==> src/rtl/shift_pkg.sv <==
// Shared encodings for the multi-cycle shift unit and the ALU decoder.
// Mode 11 is rotate-right when SHIFT_ROTATE_EN is defined, passthrough otherwise.
package shift_pkg;

  typedef enum logic [1:0] {
    SH_SLL = 2'b00,
    SH_SRL = 2'b01,
    SH_SRA = 2'b10,
    SH_ROR = 2'b11
  } shift_mode_t;

  typedef enum logic [1:0] {
    ST_IDLE  = 2'b00,
    ST_SHIFT = 2'b01,
    ST_DONE  = 2'b10
  } shift_state_t;

endpackage

==> src/rtl/shift_step.sv <==
// Combinational single step: shifts a WIDTH vector by 0..STEP bits in one mode.
// Rotate support is compiled in only with SHIFT_ROTATE_EN.
module shift_step
  import shift_pkg::*;
#(
  parameter int WIDTH = 32,
  parameter int STEP  = 4,
  parameter int AMT_W = $clog2(STEP + 1)
) (
  input  logic [WIDTH-1:0] data,
  input  logic [AMT_W-1:0] amt,
  input  shift_mode_t      mode,
  output logic [WIDTH-1:0] result
);

  always_comb begin
    // NOTE: result gets a default before any branch so no path leaves it unassigned (no latch).
    result = data;
    for (int k = 1; k <= STEP; k++) begin
      if (amt == AMT_W'(k)) begin
        case (mode)
          SH_SLL:  result = data << k;
          SH_SRL:  result = data >> k;
          SH_SRA:  result = $unsigned($signed(data) >>> k);
`ifdef SHIFT_ROTATE_EN
          SH_ROR:  result = (data >> k) | (data << (WIDTH - k));
`endif
          default: result = data;
        endcase
      end
    end
  end

endmodule

==> src/rtl/shift_unit_seq.sv <==
// Multi-cycle shifter: STEP bits per cycle, start/busy/done handshake.
// Define SHIFT_ROTATE_EN to make mode 11 a rotate-right; otherwise it is passthrough.
module shift_unit_seq
  import shift_pkg::*;
#(
  parameter int WIDTH   = 32,
  parameter int SHAMT_W = $clog2(WIDTH),
  parameter int STEP    = 4
) (
  input  logic               clk,
  input  logic               reset,
  input  logic               start,
  input  logic [1:0]         mode,
  input  logic [SHAMT_W-1:0] shamt,
  input  logic [WIDTH-1:0]   in,
  output logic               busy,
  output logic               done,
  output logic [WIDTH-1:0]   out
);

  localparam int AMT_W = $clog2(STEP + 1);

  shift_state_t       state;
  shift_mode_t        mode_q;
  logic [SHAMT_W-1:0] rem;
  logic [WIDTH-1:0]   work;
  logic [WIDTH-1:0]   step_result;
  logic [AMT_W-1:0]   k;
  logic [SHAMT_W-1:0] shamt_eff;

  // Without rotate support, mode 11 behaves as a zero-length shift.
  always_comb begin
`ifdef SHIFT_ROTATE_EN
    shamt_eff = shamt;
`else
    shamt_eff = (mode == SH_ROR) ? '0 : shamt;
`endif
  end

  always_comb begin
    if (int'(rem) >= STEP) k = AMT_W'(STEP);
    else                   k = AMT_W'(rem);
  end

  shift_step #(
    .WIDTH (WIDTH),
    .STEP  (STEP),
    .AMT_W (AMT_W)
  ) u_step (
    .data   (work),
    .amt    (k),
    .mode   (mode_q),
    .result (step_result)
  );

  // NOTE: the working register is an ordinary reset flop, not a memory; out must read 0 after reset.
  always_ff @(posedge clk) begin
    if (reset) begin
      state  <= ST_IDLE;
      mode_q <= SH_SLL;
      rem    <= '0;
      work   <= '0;
      busy   <= 1'b0;
      done   <= 1'b0;
    end else begin
      // NOTE: non-blocking assignments so every register samples pre-edge values.
      done <= 1'b0;
      case (state)
        ST_IDLE, ST_DONE: begin
          if (start) begin
            work   <= in;
            mode_q <= shift_mode_t'(mode);
            rem    <= shamt_eff;
            if (shamt_eff != '0) begin
              state <= ST_SHIFT;
              busy  <= 1'b1;
            end else begin
              state <= ST_DONE;
              done  <= 1'b1;
            end
          end else begin
            state <= ST_IDLE;
          end
        end
        ST_SHIFT: begin
          work <= step_result;
          rem  <= rem - SHAMT_W'(k);
          if (rem == SHAMT_W'(k)) begin
            state <= ST_DONE;
            busy  <= 1'b0;
            done  <= 1'b1;
          end
        end
        default: begin
          state <= ST_IDLE;
          busy  <= 1'b0;
        end
      endcase
    end
  end

  assign out = work;

endmodule

==> config.mk <==
export PLATFORM = sky130hd
export DESIGN_NAME = shift_unit_seq
export DESIGN_NICKNAME = d
export VERILOG_FILES = /design/src/rtl/shift_pkg.sv /design/src/rtl/shift_step.sv /design/src/rtl/shift_unit_seq.sv
export SDC_FILE = /design/constraint.sdc
export NUM_CORES = 1
export LEC_CHECK = 0
export CORE_MARGIN = 2
export CORE_UTILIZATION = 48
export CTS_CLUSTER_SIZE = 10
export DETAILED_ROUTE_END_ITERATION = 10
export PLACE_DENSITY = 0.84
export SLEW_MARGIN = 20
export SYNTH_ARGS = -nofsm -noshare
export SYNTH_HDL_FRONTEND = slang
export SYNTH_SLANG_ARGS = --single-unit
==> constraint.sdc <==
create_clock -name clk -period 2.2 [get_ports clk]
set_input_delay 0.33 -clock clk [delete_from_list [all_inputs] [get_ports clk]]
set_output_delay 0.33 -clock clk [all_outputs]
set_load 0.01 [all_outputs]
==> results.ini <==
[detailed_routing]
drt-initial-drc-count = 495
vias_per_cell = 6.73
dr_total_vias = 4803
final_antenna_net_count = 0
drt_pre_antenna_iters = 5
routed_wl_mm = 13.5
remaining_drc_errors = 0
wire_per_inst_microns = 18.9

[critical_path]
path_class = reg -> reg
critPathMaxFanout = 27
worst-endpoint-arrival_ns = 2.31
worstPathRequired_ns = 2.38
critPathCaptureType = flop
crit_path_start_kind = flop

[global_routing]
met3_usage_pct = 5.11
grt_max_degree = 36
antenna_found_initial = 0
overflow = 0
grt_pass1_vias = 4502
use_met1_pct = 38.8
grt_pass1_wl_mm = 21.8
met2_usage_pct = 51.2
grtUsageTotal_pct = 30.3
busiest_layer = met2

[logic_synthesis]
synth_top_area_cell = dfxtp_1
synth_warnings = 0
syn_area_per_cell_sq_um = 7.26
synth.yosys.seq_area_share_pct = 22.0
synth_ff_type = dfxtp_1
synth_top_area_share_pct = 22.0
ys_ff_latch = 43
netlist_area_sq_mm = 0.00392
synth.area.top_cells = dfxtp_1, nand2_1, o221ai_2
synthDistinctLibCells = 58
syn-num-nets = 587
synthArstFlopShare_pct = 0
synth_edf_count = 0
synth_cells = 540

[sta]
fmax_mhz = 469
fin_crit_sh_pct = 96.9
hold_viol_final = 0
slew_headroom_pct = 60.9
setup_viol = 0
setup_ws_ns = 0.0677
maxSlewViolCount = 0
tns_ns = 0
rsz0062_at_grt = yes
worstMarginPinSlew_ns = 0.587
finalCriticalPeriod_ns = 2.13
clock_skew_ns = 0.00574

[floorplanning]
die_area_sq_mm = 0.00891
die_y_microns = 94.4
die_w_microns = 94.4
ios = 76
rows = 32
fp.coreArea_sq_mm = 0.00781
start_util_pct = 50.2

[clock_network]
cts_tree = built
clock_path_buffers = 2
cts_root_buf = clkbuf_8
cts_buffers = 5
clock-sinks = 43
cts_setup_buffers = 0
insertion_delay_ns = 0.31
clk_pin_slew_ns = 0.09
htreeDepth = 2

[worst_hold_path]
hold_class = reg -> reg

[cells_and_area]
final_net_count = 658
antennaDiodeCount = 0
syn_to_final_growth_pct = 28.2
drive_gt1_share_pct = 17.8

[run_status]
status = completed

[placement]
place.gp.congestion = 1.02
io_buffer_count = 75
dp_slack_ns = 0.0152
dp_hpwl_mm = 9.62

[job]
maxCapViolations = 0

[power]
cellPowerDensity_mw_per_mm2 = 597
vdd_drop_max_mv = 0.348
p_leak_nw = 1.70

worst max-delay path, stage by stage, from the launching register on:
cell	delay, ns
dfxtp_1	0.36
inv_1	0.08
ha_1	0.33
buf_6	0.16
clkinv_1	0.11
buf_12	0.18
nand2_1	0.15
a21oi_1	0.10
a2111oi_1	0.43
a211oi_1	0.10
metrics by stage:
step	area, sq um	total power [W]	hold slack, ns	instances	utilization [%]
after floorplan	3920	0.00179	0.448	540	-
after global placement	4880	0.00226	0.471	706	62.5
after detailed placement	4880	0.00229	0.466	706	62.5
after CTS	5000	0.00296	0.478	714	64.0
after global routing	5030	0.00314	0.516	714	64.4
final	5030	0.00300	0.482	714	64.4
final cells by class:
type                       instances  area, sq um
multi-input combinational        444         2810
clock buffer                       6         82.6
clock inverter                     2         35.0
sequential                        43          861
tap                              102          128
inverter                           5         18.8
timing repair buffer             112         1090
fill                             702         2780
placed cells by master (no fill, tap or decap), drive strengths merged, types with 2 or more instances in the layout:
cell type,count
o211ai,6
clkbuf,6
nor2,66
a2111oi,7
nor3,23
o21a,2
o2111ai,2
and2,2
nor4b,2
a31oi,27
mux2i,3
or3,5
nand2,81
o22ai,7
nor2b,7
a311oi,6
nand4,2
mux2,2
nand2b,4
o221ai,19
dfxtp,43
a32oi,4
buf,37
conb,2
nor4,3
ha,5
a22oi,2
a21oi,62
o311ai,2
nand3,50
o21ai,16
a221oi,5
inv,3
a211oi,10
clkinv,3
clkdlybuf4s50,75
synth_stat cells, types with 9 or more instances:
master	count
dfxtp_1	43
nor2_4	18
o21ai_0	16
a211oi_1	10
clkbuf_1	28
a21oi_2	17
a31oi_1	27
nand2_1	81
nand3_1	50
o221ai_2	17
nor3_1	22
buf_2	9
a21oi_1	45
nor2_1	47
cell families after synthesis:
| group | count (synthesis) | share of synthesized area [%] |
|---|---|---|
| other | 2 | 0.192 |
| xor gates and xnor gates | 1 | 0.223 |
| buffers and inverters | 53 | 6.83 |
| DFF | 43 | 22.0 |
| muxes | 5 | 1.34 |
| and+or+nand+nor | 249 | 32.6 |
| adders and majority gates | 5 | 1.60 |
| AOI/OAI and AO/OA | 182 | 35.2 |
registers in the layout, indices dropped and copies added (netlist names):
name / cells
busy: 1
done: 1
state: 2
rem: 5
mode_q: 2
out: 32
routing by layer:
metal,wire (microns),part of all wire (%)
met1,5280,39
met2,6330,47
met3,1540,11
met4,354,2.6
met5,0,0
final timing paths:
path	start	slack (ns)	endpoint	cells past startpoint
worst max-delay path	mode_q[0]	0.07	out[12]	9
worst min-delay path	mode_q[0]	0.48	mode_q[0]	2
worst max register to register	mode_q[0]	0.07	out[12]	9
worst min register to register	mode_q[0]	0.48	mode_q[0]	2
report_power, final:
part	total, W	internal [W]	switching, W
combinational	0.00131	0.000586	0.000722
sequential	0.00101	0.000869	0.000142
clock	0.000684	0.000368	0.000316
total	0.00300	0.00182	0.00118
repair_timing:
item	4_1_cts	5_1_grt
gates resized for setup	0	10
endpoints found under the setup margin	0	7
hold buffers	0	0
No activity file was read; power rests on OpenSTA's default activity.
